===== config.mk =====
export PLATFORM = sky130hd
export DESIGN_NAME = risc_mgmt_mem_port
export DESIGN_NICKNAME = d
export VERILOG_FILES = /design/src/rtl/risc_mgmt_mem_port.sv
export SDC_FILE = /design/constraint.sdc
export NUM_CORES = 1
export LEC_CHECK = 0
export ABC_AREA = 0
export CAP_MARGIN = 10
export CORE_MARGIN = 8
export CORE_UTILIZATION = 41
export CTS_BUF_LIST = sky130_fd_sc_hd__clkbuf_8
export CTS_CLUSTER_DIAMETER = 40
export DETAILED_ROUTE_END_ITERATION = 12
export PLACE_DENSITY = 0.81
export SLEW_MARGIN = 30
export SYNTH_ARGS = -nofsm -noshare
export SYNTH_HDL_FRONTEND = slang
export SYNTH_SLANG_ARGS = --single-unit

===== constraint.sdc =====
create_clock -name CLK -period 2.27 [get_ports CLK]
set_clock_uncertainty 0.1 [all_clocks]
set_input_delay 0.227 -clock CLK [delete_from_list [all_inputs] [get_ports CLK]]
set_output_delay 0.227 -clock CLK [all_outputs]
set_load 0.05 [all_outputs]

===== src/rtl/risc_mgmt_mem_port.sv =====
// risc_mgmt_mem_port
// Sequences single-word memory requests from the RISC-MGMT extension onto the
// core data-bus port. A request is registered in IDLE, the bus strobe is held
// through ACCESS until the bus completes (or the access times out), and DONE
// returns the read data with rm_mem_busy low for exactly one cycle.
// Malformed requests and bus timeouts are reported to the hazard unit as
// one-cycle pulses.

module risc_mgmt_mem_port #(
    parameter int unsigned TIMEOUT_CYCLES = 1024
) (
    input  logic        CLK,
    input  logic        RST,
    input  logic        rm_req_mem,
    input  logic        rm_mem_ren,
    input  logic        rm_mem_wen,
    input  logic [31:0] rm_mem_addr,
    input  logic [31:0] rm_mem_store,
    output logic [31:0] rm_mem_load,
    output logic        rm_mem_busy,
    input  logic        flush,
    output logic [31:0] bus_addr,
    output logic [31:0] bus_wdata,
    output logic        bus_ren,
    output logic        bus_wen,
    output logic [3:0]  bus_byte_en,
    input  logic        bus_busy,
    input  logic [31:0] bus_rdata,
    output logic        misaligned,
    output logic        illegal,
    output logic        timeout
);

    // Counter wide enough to hold TIMEOUT_CYCLES-1; it saturates there.
    localparam int unsigned       CNT_W   = $clog2(TIMEOUT_CYCLES);
    localparam logic [CNT_W-1:0]  CNT_MAX = CNT_W'(TIMEOUT_CYCLES - 1);
    localparam logic [CNT_W-1:0]  CNT_ONE = CNT_W'(1);

    typedef enum logic [1:0] {
        ST_IDLE   = 2'd0,
        ST_ACCESS = 2'd1,
        ST_DONE   = 2'd2
    } state_t;

    state_t           state;
    state_t           state_nxt;

    logic             dir_wr;       // latched direction: 1 = write, 0 = read
    logic             flush_seen;   // flush arrived during a write ACCESS
    logic [CNT_W-1:0] count;        // ACCESS cycles elapsed

    logic             dir_ok;
    logic             addr_ok;
    logic             valid_req;

    logic             accept;
    logic             bus_done;
    logic             abort;

    assign dir_ok    = rm_mem_ren ^ rm_mem_wen;
    assign addr_ok   = (rm_mem_addr[1:0] == 2'b00);
    assign valid_req = rm_req_mem & dir_ok & addr_ok;

    // Next-state decode and per-cycle events for the request sequencer.
    always_comb begin
        // NOTE: every signal gets a default first so no path can infer a latch.
        state_nxt = state;
        accept    = 1'b0;
        bus_done  = 1'b0;
        abort     = 1'b0;

        case (state)
            ST_IDLE: begin
                if (valid_req && !flush) begin
                    accept    = 1'b1;
                    state_nxt = ST_ACCESS;
                end
            end

            ST_ACCESS: begin
                if (!dir_wr && flush) begin
                    // A read can be abandoned safely: drop the strobe, keep load.
                    state_nxt = ST_IDLE;
                end else if (!bus_busy) begin
                    // Bus completion takes priority over a same-cycle timeout.
                    bus_done  = 1'b1;
                    // A write that saw a flush still completes but skips DONE.
                    state_nxt = (dir_wr && (flush || flush_seen)) ? ST_IDLE : ST_DONE;
                end else if (count == CNT_MAX) begin
                    abort     = 1'b1;
                    state_nxt = ST_DONE;
                end
            end

            ST_DONE: begin
                state_nxt = ST_IDLE;
            end

            default: begin
                state_nxt = ST_IDLE;
            end
        endcase
    end

    // Bus strobes and the busy handshake are decoded from the registered state.
    always_comb begin
        bus_ren     = (state == ST_ACCESS) && !dir_wr;
        bus_wen     = (state == ST_ACCESS) &&  dir_wr;
        bus_byte_en = (state == ST_ACCESS) ? 4'hF : 4'h0;
        rm_mem_busy = (state == ST_ACCESS) || ((state == ST_IDLE) && valid_req);
    end

    // State register, request latches, cycle counter and status pulses.
    always_ff @(posedge CLK) begin
        // NOTE: sequential state uses non-blocking assignments so every register
        // samples the pre-edge values regardless of statement order.
        if (RST) begin
            state       <= ST_IDLE;
            bus_addr    <= 32'h0;
            bus_wdata   <= 32'h0;
            dir_wr      <= 1'b0;
            flush_seen  <= 1'b0;
            count       <= '0;
            rm_mem_load <= 32'h0;
            misaligned  <= 1'b0;
            illegal     <= 1'b0;
            timeout     <= 1'b0;
        end else begin
            state <= state_nxt;

            // Malformed requests are only examined while waiting in IDLE;
            // a direction error masks an alignment error.
            illegal    <= (state == ST_IDLE) && rm_req_mem && !dir_ok;
            misaligned <= (state == ST_IDLE) && rm_req_mem && dir_ok && !addr_ok;
            timeout    <= abort;

            if (accept) begin
                bus_addr   <= rm_mem_addr;
                bus_wdata  <= rm_mem_store;
                dir_wr     <= rm_mem_wen;
                flush_seen <= 1'b0;
                count      <= '0;
            end else if (state == ST_ACCESS) begin
                if (count != CNT_MAX) begin
                    count <= count + CNT_ONE;
                end
                if (flush) begin
                    flush_seen <= 1'b1;
                end
            end

            if (bus_done && !dir_wr) begin
                rm_mem_load <= bus_rdata;
            end else if (abort) begin
                rm_mem_load <= 32'h0;
            end
        end
    end

endmodule

After elaboration in Yosys (flattened, before gate mapping)

Cells that the tools add are included.

Flip-flop bits (word level): 113
Input bits: 103
Output and inout port bits: 106

Add/subtract/negate cells: 1
Equality and inequality tests: 5
Multiplexer cells: 18
Bitwise gates (word level): 3
Reduce and logical (&&, ||, !) cells: 24

Operators with widths:

| kind                    | number |
|---|---|
| $mux W32                | 2 |
| $logic_and A1 B1 Y1     | 11 |
| $add A10 B1 Y10 const B | 1 |
| $eq A10 B10 Y1 const B  | 1 |
| $mux W2                 | 5 |
| $ne A10 B10 Y1 const B  | 1 |
| $mux W1                 | 9 |
| $reduce_and A2 Y1       | 3 |
| $logic_not A1 Y1        | 4 |
| $logic_not A2 Y1        | 2 |
| $mux W4                 | 1 |
| $ne A4 B4 Y1 const B    | 1 |
| $pmux W2 S2             | 1 |
| $and A1 B1 Y1           | 2 |
| $eq A2 B1 Y1 const B    | 1 |
| $logic_or A1 B1 Y1      | 2 |
| $ne A2 B2 Y1 const B    | 1 |
| $reduce_bool A2 Y1      | 1 |
| $reduce_or A2 Y1        | 1 |
| $xor A1 B1 Y1           | 1 |

Depth between registers and ports, before layout

Depth after elaboration: 7
Depth in mapped cells: 6

Worst setup path before layout

Ideal clock, no wire load.

Path type: flip-flop to flip-flop
Start: register state[0]
End: register rm_mem_load[10]
Library setup time: 117 ps
Arrival: 1845 ps
Slack: 208 ps
Stages on the path, launching flop included: 6
Path buffers: 1
Clock period less this slack: 2062 ps
Cells stage by stage: dfxtp_1 -> nand2b_4 -> nor2_1 -> a221oi_4 -> buf_6 -> a22o_1

Word-level cells in the longest chain between the ends: 4
Elaborated cells on any way between the ends: 6

RTL lines:

| what                                           | line | source |
|---|---|---|
| start: declaration                             | 45   | `state_t state;` |
| start signal: assignment                       | 129  | `state <= state_nxt;` |
| $eq A2 B1 Y1 (*)                               | 72   | `case (state)` |
| $mux W1                                        | 72   |  |
| $logic_and A1 B1 Y1                            | 152  | `if (bus_done && !dir_wr) begin` |
| $mux W32 or $reduce_bool A2 Y1 (tied branches) | --   |  |
| end signal: assignment                         | 153  | `rm_mem_load <= bus_rdata;` |
| end: declaration                               | 19   | `output logic [31:0] rm_mem_load,` |

Every way passes the cells marked *; elsewhere a longest branch is shown, timed or not.
A chain may end at the register's enable or synchronous reset.

Final worst setup path

Start: register state[0]
End: output port bus_byte_en[2]

Word-level cells in the longest chain between the ends: 2

RTL lines:

| what             | line | source |
|---|---|---|
| $eq A2 B1 Y1     | 109  | `bus_byte_en = (state == ST_ACCESS) ? 4'hF : 4'h0;` |
| $mux W4          | 109  |  |
| end: declaration | 26   | `output logic [3:0] bus_byte_en,` |

No other way between the ends.

==> results.md <==
- Net count of the mapped netlist: 547
- Outcome: complete, no violations
- #FFs+latches synth: 113
- Cell internal power dissipation: 3192 uW
- Cell count after synthesis: 443
- Number of placed I/O pins: 209
- Critical Path End Type: output port
- Total die area: 13,200 um^2
- Final Hold Slack: 111.3 ps
- Hold-fix buffer count after cts: 0
- Primary FF master, synth: dfxtp_1
- H-tree depth: 4
- Sum of negative setup slack: 0 ps
- Initial standard-cell utilization of the core: 41.60%
- Area occupied by multi-input gates: 1580 um^2
- Number of antenna cells inserted: 0
- Final Cell Area: 6555 um^2
- Required time worst endpoint: 1940 ps
- Share of final-layout standard cells stronger than drive strength 1: a little over 8%
- Number of global-route vias before repair: 3,883
- Yosys top cell area share: 56.41%
- Sequential cell area: between 2000 and 2500 um^2
- Final critical-path required period: 1979 ps
- Site row count: 36
- Number of unique standard cell types used by synthesis: 45
- Maximum buffer depth of the clock tree: 2
- Share of power burned in registers: 48.1%
- Drt wl/cell: ~16 um
- Slew at the pin closest to its max-slew limit: 567.9 ps
- Worst Path Arrival: 1650 ps
- Fmax achieved: 505.4 MHz
- Most instantiated library cell after synthesis: nand2_1
- Worst slew margin relative to its limit: 62.02%
- Antenna violations before repair: 0
- Path category of the worst min-delay check: input port to register
- Average vias per placed instance: 4.883
- Startpoint Class: register
- Total power divided by cell area: 638.1 nW/um^2
- Max-cap violations: 0
- Height of the die: 114.9 um
- Switching power: 990.6 uW
- Total of warnings raised by yosys: 0
- Buffers on Ports: 208
- Lkg Pwr: roughly 0.0023 uW
- CTS tree: done
- Total count of max-transition violations in the final report: 0
- Sequential element share of the synthesized area: 56.41%
- Drt drc: 0
- TritonCTS sink count: 113
- DRT Wirelength: 12.77 mm
- Post-synthesis average cell area: 9.052 um^2
- Cell taking the most area after synthesis: dfxtp_1
- Hold Fails Final Rpt: 0
- Clock power frac: between 40% and 50%
- Leading post-synthesis cells by cell area: dfxtp_1 (56%), nand2_1 (12%), a21oi_1 (9.0%), a22o_1 (6.6%), clkbuf_1 (1.6%)
- DRC violation total after the first TritonRoute iteration: 235
- Relative contribution of combinational cells to total power: 9.5%
- Count of vias placed by the detailed router: between 3,000 and 4,000
- Worst Path Max Fanout: 9
- Top cells by count, synth: nand2_1 (131), dfxtp_1 (113), a21oi_1 (72)
- Total congestion overflow after global routing: 0
- Number of fill cells: between 700 and 800
- Type of the worst setup path: register to output port
- Post-synthesis instance area: 4010 um^2
- Buffers inserted during post-CTS setup optimization: 0
- Area of the core region: 9639 um^2
- Number of nets in the layout: 749
- Total cell area at the placement stage: slightly above 6000 um^2
- Global-route wire length before repair: ~20 mm
- Share of synthesized registers carrying an async set or reset: 0%
- Pin count of the biggest net entering global routing: 65
- Num CTS Buffers: 17
- Clock Latency Late Sink: 420 ps
- DPL Wire Length: approximately 9.5 mm
- Post-route ant nets: 0
- Fraction of power spent switching nets: 23.69%
- Root buffer cell: clkbuf_8
- Count of final setup violators: 0
- Period Utilization, post-route: 87.16%
- Number of resized instances in the post-cts repair step: 4
- Maximum vdd ir drop: 461.6 uV
- Length of the first detailed-routing pass in iterations: 4
- Global routing usage summed across all routing layers: around a fifth
- Number of synthesized flops with an enable pin: 0
- Relative area change from synthesis to final layout: 63.46%
- Clk pin slew, worst setup/hold paths: 60 ps
- Final weighted congestion in routability-driven placement: 0.7605
- Chip width: 114.9 um
- RSZ-0062 raised after global routing: false
==> worst paths after layout <==
path | start | to | slack (ps) | cells after the start
worst max-delay path | state[0] | bus_byte_en[2] | 290 | 3
worst min-delay path | RST | misaligned | 110 | 3
worst max register to register | count[0] | rm_mem_load[0] | 460 | 6
worst min register to register | bus_addr[1] | bus_addr[1] | 330 | 2
==> layout make-up <==
class / instances / area share (%)
clock inverter: 11 / 1.794
inverter: 3 / 0.2100
tap: 133 / 2.539
timing repair buffer: 215 / 33.06
multi-input combinational: 295 / 24.11
sequential: 113 / 34.51
clock buffer: 18 / 3.779
==> state kept, by name, indices dropped and copies added, names as in the netlist <==
name / flops
bus_addr: 32
bus_wdata: 32
rm_mem_load: 32
count: 10
state: 2
dir_wr: 1
flush_seen: 1
illegal: 1
misaligned: 1
timeout: 1
==> power groups by stage <==
stage | Sequential (uW) | Combinational, uW | Clock, uW
after floorplan | 2120 | 87.6 | 0
after global placement | 2060 | 393 | 0
after detailed placement | 2060 | 397 | 0
after CTS | 2010 | 398 | 1820
after global routing | 2010 | 420 | 1900
final | 2010 | 397 | 1770
==> worst max-delay path, cell delays in order (launching register included) <==
cell and delay (ps):
dfxtp_1 450, nand2b_4 110, inv_4 110, dlygate4sd2_1 550
==> per-stage QoR <==
stage / utilization, % / power (uW) / cells / worst slack (ps)
after floorplan: - / 2211 / 443 / 208.4
after global placement: 64.27 / 2449 / 759 / 299.7
after detailed placement: 64.27 / 2455 / 759 / 213.3
after CTS: 68.00 / 4227 / 788 / 263.5
after global routing: 68.00 / 4334 / 788 / 181.7
final: 68.00 / 4183 / 788 / 291.4
==> per-layer routing <==
layer | share of wire [%] | GRT usage [%] | wire [um]
met2 | 52 | 33.55 | 6578
met1 | 38 | 18.93 | 4828
met3 | 8.3 | 8.298 | 1059
met4 | 2.3 | 9.194 | 299
met5 | 0 | 0 | 0
==> cell families after synthesis <==
group | synth area share, %
buffers and inverters | 4.431
DFF | 56.41
and+or+nand+nor | 19.84
xor gates and xnor gates | 0.8738
AOI/OAI and AO/OA | 17.88
muxes | 0.2496
adders and majority gates | 0.3120
==> cell usage in the layout, fill, tap and decap left out, drive strengths merged, types with 2 or more instances in the layout <==
| cell | count |
|---|---|
| nand2 | 131 |
| a22o | 32 |
| buf | 11 |
| dfxtp | 113 |
| xor2 | 3 |
| clkinv | 4 |
| and2 | 2 |
| inv | 3 |
| nor3 | 4 |
| clkdlybuf4s50 | 200 |
| and4 | 3 |
| a21oi | 72 |
| nand2b | 3 |
| o21ai | 2 |
| bufinv | 2 |
| nor4 | 2 |
| nand3 | 2 |
| nor4b | 2 |
| nor3b | 2 |
| clkbuf | 18 |
| nor2 | 16 |
| clkinvlp | 5 |
| dlygate4sd2 | 4 |
| nand4 | 2 |
| and3 | 2 |
| or3 | 2 |
No activity file was read; power rests on OpenSTA's default activity.
